### src/rtl/timer_ctrl.sv
// ---------------------------------------------------------------------------
// timer_ctrl
//
// This is a prescaled step timer with one-shot and periodic modes, and pause
// and stop control.
//
// Once a start is accepted, the timer counts in steps of PRESCALE clock
// cycles. When the count reaches the latched period it wraps to 0 and pulses
// o_done for one cycle. In one-shot mode the timer then returns to idle. In
// periodic mode it reloads with no dead cycle.
//
// Each edge gives the inputs this priority: stop > start > pause.
// All outputs are registered.
//
// Parameters
//   PRESCALE    clock cycles per count step; legal range 1..255
//
// Ports
//   i_clk       clock; all state changes happen on the rising edge
//   i_rst_n     asynchronous reset, active low
//   i_start     level input; loads i_period and begins timing
//               (rejected with o_err when i_period is 0)
//   i_stop      level input; aborts timing, clears the count, no done
//   i_pause     level input; freezes timing while in RUN
//   i_periodic  1 = auto-reload at terminal count, 0 = one-shot
//   i_period    terminal count in steps; sampled only when start is accepted
//   o_count     current step count (always < latched period)
//   o_busy      high while in RUN or PAUSE
//   o_done      one-cycle pulse after the terminal count
//   o_err       one-cycle pulse when start is rejected
// ---------------------------------------------------------------------------
module timer_ctrl #(
  parameter int unsigned PRESCALE = 1
) (
  input  logic       i_clk,
  input  logic       i_rst_n,
  input  logic       i_start,
  input  logic       i_stop,
  input  logic       i_pause,
  input  logic       i_periodic,
  input  logic [6:0] i_period,
  output logic [6:0] o_count,
  output logic       o_busy,
  output logic       o_done,
  output logic       o_err
);

  typedef enum logic [1:0] {
    ST_IDLE  = 2'd0,
    ST_RUN   = 2'd1,
    ST_PAUSE = 2'd2
  } state_t;

  localparam logic [7:0] PRESC_LAST = 8'(PRESCALE - 1);

  state_t     r_state;
  logic [6:0] r_count;
  logic [6:0] r_period;
  logic [7:0] r_presc;
  logic       r_busy;
  logic       r_done;
  logic       r_err;

  logic       w_step;
  logic       w_terminal;

  // A step strobe fires on the last prescaler cycle. The terminal count is
  // a strobe that lands on the final count value of the latched period.
  assign w_step     = (r_presc == PRESC_LAST);
  assign w_terminal = w_step && (r_count == (r_period - 7'd1));

  always_ff @(posedge i_clk or negedge i_rst_n) begin
    if (!i_rst_n) begin
      r_state  <= ST_IDLE;
      r_count  <= 7'd0;
      r_period <= 7'd0;
      r_presc  <= 8'd0;
      r_busy   <= 1'b0;
      r_done   <= 1'b0;
      r_err    <= 1'b0;
    end else begin
      r_done <= 1'b0;
      r_err  <= 1'b0;

      if (i_stop) begin
        // Stop wins over everything, including a coinciding terminal
        // strobe, so no done is produced.
        r_state <= ST_IDLE;
        r_count <= 7'd0;
        r_presc <= 8'd0;
        r_busy  <= 1'b0;
      end else if (i_start) begin
        if (i_period == 7'd0) begin
          // The start is rejected. Timing is frozen for this edge, and the
          // state, count and period stay as they were.
          r_err <= 1'b1;
        end else begin
          // This covers a fresh start and a restart from RUN or PAUSE alike.
          r_period <= i_period;
          r_count  <= 7'd0;
          r_presc  <= 8'd0;
          r_state  <= ST_RUN;
          r_busy   <= 1'b1;
        end
      end else begin
        case (r_state)
          ST_IDLE: begin
            r_state <= ST_IDLE;
          end

          ST_RUN, ST_PAUSE: begin
            if (i_pause) begin
              r_state <= ST_PAUSE;
            end else begin
              // Leaving PAUSE counts on the same edge. Because of this, the
              // delay equals exactly the number of edges that sampled
              // pause high.
              r_state <= ST_RUN;
              if (w_step) begin
                r_presc <= 8'd0;
                if (w_terminal) begin
                  r_count <= 7'd0;
                  r_done  <= 1'b1;
                  if (!i_periodic) begin
                    r_state <= ST_IDLE;
                    r_busy  <= 1'b0;
                  end
                end else begin
                  r_count <= r_count + 7'd1;
                end
              end else begin
                r_presc <= r_presc + 8'd1;
              end
            end
          end

          default: begin
            r_state <= ST_IDLE;
            r_busy  <= 1'b0;
          end
        endcase
      end
    end
  end

  assign o_count = r_count;
  assign o_busy  = r_busy;
  assign o_done  = r_done;
  assign o_err   = r_err;

endmodule

### config.mk
export PLATFORM = sky130hd
export DESIGN_NAME = timer_ctrl
export DESIGN_NICKNAME = d
export VERILOG_FILES = /design/src/rtl/timer_ctrl.sv
export SDC_FILE = /design/constraint.sdc
export NUM_CORES = 1
export LEC_CHECK = 0
export ABC_AREA = 1
export CAP_MARGIN = 20
export CORE_UTILIZATION = 40
export DETAILED_ROUTE_END_ITERATION = 7
export PLACE_DENSITY = 0.68
export SLEW_MARGIN = 5
export SYNTH_ARGS = -nofsm -noshare
export SYNTH_HDL_FRONTEND = slang
export SYNTH_SLANG_ARGS = --single-unit
### constraint.sdc
create_clock -name i_clk -period 5 [get_ports i_clk]
set_clock_uncertainty 0.1 [all_clocks]
set_input_delay 0.75 -clock i_clk [delete_from_list [all_inputs] [get_ports i_clk]]
set_output_delay 0.75 -clock i_clk [all_outputs]
set_load 0.1 [all_outputs]
==> results of run 1 <==
[state kept, by name (all words and copies together) (netlist names)]
signal / flops
o_busy: 1
o_count: 7
o_done: 1
o_err: 1
r_period: 7
r_presc: 8
r_state: 2
[metal layers]
metal | share of wire [%] | wire length, microns | GRT usage, % | up-vias
met3 | 2.5 | 89 | 3.51 | 2
met5 | 0 | 0 | 0 | -
met1 | 51 | 1820 | 22.9 | 691
met4 | 0.61 | 22 | 3.85 | 0
met2 | 46 | 1660 | 29.0 | 21
li1 | - | - | - | 825
[area by class of cell]
| class | instances | area (sq um) | share of cell area, % |
|---|---|---|---|
| multi-input cells | 178 | 940 | 44.5 |
| flip-flops and latches | 27 | 676 | 32.0 |
| clock buffers | 4 | 45.0 | 2.14 |
| inverters | 40 | 151 | 7.18 |
| well taps | 52 | 65.1 | 3.08 |
| repair buffers | 24 | 233 | 11.0 |
[worst min-delay path by stage]
stage                     startpoint  slack (ps)  cells past startpoint         end
after CTS                 r_state[1]         380                      2  r_state[1]
after global placement    r_state[1]         360                      2  r_state[1]
after detailed placement  r_state[1]         360                      2  r_state[1]
after global routing      r_state[1]         430                      2  r_state[1]
final                     r_state[1]         380                      2  r_state[1]
after floorplan           r_state[1]         340                      2  r_state[1]
[Yosys cell counts (all sizes together)]
library cell,count,area [sq um]
nor4,1,6.26
o21ai,16,83.8
nand3,18,100
a21oi,10,76.3
ha,5,62.6
nor2b,1,13.8
nand2,79,335
inv,39,146
or2,1,6.26
nor3b,1,12.5
nor2,30,138
nor3,8,50.1
buf,3,30.0
o22ai,1,6.26
xnor2,2,17.5
and2,1,6.26
nand4,4,25.0
clkinv,1,5.00
dfrtp,27,676
[through the flow]
stage | std cells | hold WS (ps) | utilization, %
2_1_floorplan | 248 | 342 | -
3_3_place_gp | 320 | 356 | 47.6
3_5_place_dp | 320 | 361 | 47.6
4_1_cts | 324 | 383 | 48.7
5_1_grt | 325 | 433 | 48.8
6_report | 325 | 380 | 48.8
[report_power, final]
group | switching (mW) | internal (mW)
Sequential | 0.0101 | 0.229
Clock | 0.0687 | 0.0572
Combinational | 0.0825 | 0.0438
Total | 0.161 | 0.330
[cell families after synthesis]
logic type / after synthesis / synth area share (%)
AO/OA/AOI/OAI: 27 / 9.26
XOR/XNOR: 2 / 0.975
adder cells (fa/ha/maj): 5 / 3.48
buffers and inverters: 43 / 10.1
flip-flops: 27 / 37.6
AND/OR/NAND/NOR: 144 / 38.6
==> out/results.ini, run 1 <==
[cts]
path_clk_slew_ps=90
cts_tree=yes
htree_levels=1
clockBufferDepth=2
cts_setup_buffers=0
clock_sinks=27
root_buffer=clkbuf_8
cts_hold_buf=0
numCtsBuffers=3
clock_latency_ps=270
cts-resized-gates=0

[synthesis]
synth-seq-cells=27
synthesis.nets=266
ys_types=31
synthCells=248
synth_warnings=0
synth_area_per_cell_sq_um=7.24
synth_area_sq_um=1800
yosysSeqAreaShare_pct=37.6

[timing]
fin_crit_sh_pct=55.7
rsz0062_at_grt=no
tightest_slew_ps=976
hold_viol_final=0
finalCriticalPeriod_ps=2790
setup_tns_ps=0
fin_ws_ps=2210
slew_headroom_pct=34.7
max_freq_mhz=359
finalMaxSlewViolations=0
setup_viol=0

[setup_path]
timing.rr.start=r_state[0]
max_stage_delay_ps=1180
critPathLaunchType=flip-flop
path_depth=1
endpoint=o_count[0]
crit_start=o_count[0]
worstPathArrival_ps=1940
path_buf_inv=1
cp_max_fo=7
r2r-end=r_presc[3]
crit_family=buffers and inverters
r2r_slack_ps=2920
required_ps=4150
crit_type=reg -> out
path_cells=clkdlybuf4s50_1
reg2regPathDepth=9
end_kind=primary output
cp_slowest_cell=clkdlybuf4s50_1

[die]
rows=24
die-width_microns=69.0
coreArea_sq_um=4320
die_h_microns=69.0
initial_utilization_pct=41.6
die_area_sq_um=4760
io_pins=23

[route]
drc=0
ant_nets=0
avgViaCountPerCell=4.74
num_vias=1539
dr.first_iter.drc_count=75
drt_wl_total_mm=3.59
first_pass_iters=4
wl_per_cell_microns=11.0

[pwr]
leakage_nw=1.02
power.total_mw=0.491
ir_worst_vdd_v=0.000174
power_density_nw_per_um2=233

[cells_and_area]
insertedDiodeCount=0
layout_common_cells=73 x nand2_1, 33 x inv_1, 27 x dfrtp_1, 24 x nor2_1, 22 x clkdlybuf4s50_1
mostFrequentLayoutCell=nand2_1
drive_above_1_share_pct=13.9
n_fill_cell=435
postLayoutCellArea_sq_um=2110
final_nets=292
area_growth_syn_to_layout_pct=17.4

[global_routing]
grt_max_degree=28
grt_antenna_before_repair=0
track_usage_pct=17.3
grt_pass1_wl_mm=6.78
grt_pass1_vias=1535
grt-ovfl-total=0

[run]
maxCapViolCount=0

[place]
portBuffers=22
hpwlAfterDp_mm=2.79
post_dp_cell_area_sq_um=2060
dp_worst_setup_slack_ps=2100
gp_congestion=0.834

[outcome]
run_status=completed

[hold_path]
min_path_type=reg -> reg

Note: power is estimated with default switching activity, not from simulation.
==> run 2, diff against run 1 <==
clock period = 2.77 ns   (was 5 ns; I/O delays follow)
==> run 2 against run 1 <==
Against the previous run: die area unchanged; sequential cell count unchanged; critical endpoint is now r_presc[5]; worst setup slack got worse by 1400 ps.
==> out/results.ini, run 2 (synthesis gave the netlist of run 1 again) <==
[timing]
hold_viol_final=0  ; unchanged
max_freq_mhz=506
rsz0062_at_grt=no
setup_viol=0  ; unchanged
setup_tns_ps=0  ; unchanged
slew_headroom_pct=69.9  ; +35 points
tightest_slew_ps=451  ; -525 ps
finalCriticalPeriod_ps=1980
finalMaxSlewViolations=0  ; unchanged
fin_crit_sh_pct=71.4

[cts]
cts_setup_buffers=0  ; unchanged
numCtsBuffers=3  ; unchanged
htree_levels=1  ; unchanged
clock_latency_ps=280  ; about the same
cts_hold_buf=0  ; unchanged
clockBufferDepth=2  ; unchanged
clock_sinks=27  ; unchanged
cts_tree=yes
path_clk_slew_ps=90  ; about the same
root_buffer=clkbuf_8
cts-resized-gates=0  ; unchanged

[cells_and_area]
area_growth_syn_to_layout_pct=16.4
final_nets=293  ; +0.34%
post-route-util_pct=48.4  ; -0.41 points
drive_above_1_share_pct=17.9  ; +4.0 points
top_register=r_presc
mostFrequentLayoutCell=nand2_1
largest_reg_flops=8  ; unchanged
insertedDiodeCount=0  ; unchanged
layout_common_cells=73 x nand2_1, 33 x inv_1, 27 x dfrtp_1, 24 x nor2_1, 16 x nand3_1

[die]
die-width_microns=69.0  ; unchanged
die_area_sq_um=4760  ; unchanged
rows=24  ; unchanged
die_h_microns=69.0  ; unchanged
initial_utilization_pct=41.6  ; unchanged
coreArea_sq_um=4320  ; unchanged
io_pins=23  ; unchanged

[place]
gp_congestion=0.802  ; -3.9%
hpwlAfterDp_mm=2.86  ; +2.6%
portBuffers=22  ; unchanged

[global_routing]
grt_max_degree=28  ; unchanged
grt_pass1_wl_mm=6.47  ; -4.5%
grt_antenna_before_repair=0  ; unchanged
grt-ovfl-total=0  ; unchanged
track_usage_pct=16.6  ; -0.67 points
grt_pass1_vias=1476  ; -3.8%

[pwr]
p_int_mw=0.595  ; +80%
p_clk_share_pct=25.6  ; about the same
swShare_pct=32.9  ; +0.053 points
power_density_nw_per_um2=424  ; +82%
leakage_nw=1.04  ; +2.3%
ir_worst_vdd_v=0.000260  ; +49%
seq_power_share_pct=48.7  ; about the same
power.total_mw=0.886  ; +81%
p_switching_mw=0.292  ; +81%
power_frac_comb_pct=25.7  ; about the same

[route]
ant_nets=0  ; unchanged
drc=0  ; unchanged
wl_per_cell_microns=11.1  ; +0.61%
avgViaCountPerCell=4.88  ; +3.0%
num_vias=1590  ; +3.3%
dr.first_iter.drc_count=79  ; +5.3%
drt_wl_total_mm=3.62  ; +0.92%
first_pass_iters=5  ; +1

[setup_path]
crit_type=reg -> reg
worstPathArrival_ps=2030  ; +90 ps
cp_max_fo=18  ; +11
required_ps=2830  ; -1320 ps
end_kind=flip-flop
critPathLaunchType=flip-flop

[hold_path]
min_path_type=reg -> reg

[run]
maxCapViolCount=0  ; unchanged

[outcome]
run_status=completed

-- run 2: cell types whose count changed in the layout (fill, tap and decap cells not counted), sizes merged --
| cell | change |
|---|---|
| buf | +11 |
| clkdlybuf4s50 | -10 |
-- run 2: metrics by stage --
| step | area, sq um | setup WS (ps) | hold slack [ps] | instances |
|---|---|---|---|---|
| detailed placement | 2040 | 249 | 369 | 321 |
| finish | 2090 | 792 | 391 | 326 |
| global placement | 2040 | 338 | 357 | 321 |
| global route | 2090 | 586 | 419 | 326 |
| CTS | 2090 | 545 | 394 | 325 |
| floorplan | 1800 | 694 | 19.9 | 248 |
-- run 2: final cells by class --
type	count	area [sq um]
repair buffers	25	215
inverters	40	151
multi-input cells	178	940
clock buffers	4	45.0
fillers	453	2230
well taps	52	65.1
flip-flops and latches	27	676
-- run 2: final timing paths --
path	slack [ps]	depth (start not counted)	endpoint	from
min in group asynchronous	400	2	r_period[1]	i_rst_n
min	390	2	r_state[1]	r_state[1]
max	790	9	r_presc[5]	r_state[0]
min reg2reg	390	2	r_state[1]	r_state[1]
max reg2reg	790	9	r_presc[5]	r_state[0]
max in group asynchronous	1910	2	r_period[0]	i_rst_n
-- run 2: power groups by stage --
stage | Combinational, mW | Clock (mW) | Sequential, mW
2_1_floorplan | 0.139 | 0 | 0.464
3_3_place_gp | 0.225 | 0 | 0.439
3_5_place_dp | 0.229 | 0 | 0.440
4_1_cts | 0.230 | 0.238 | 0.432
5_1_grt | 0.256 | 0.259 | 0.435
6_report | 0.228 | 0.227 | 0.431
-- run 2: critical path, stage by stage, from the launching register on --
cell and delay (ps):
dfrtp_1 360, inv_1 50, ha_1 260, inv_1 50, o21ai_2 220, nand2_8 100, nor2_4 370, clkinv_2 190
nand2_1 110, nor2_1 50
-- run 2: per-layer routing --
metal  global-route usage, %  part of all wire (%)  vias up
met1                    21.4                    48      729
met3                    3.65                   3.6        4
met2                    28.8                    48       24
met5                       0                     0        -
met4                    2.72                  0.39        0
li1                        -                     -      833
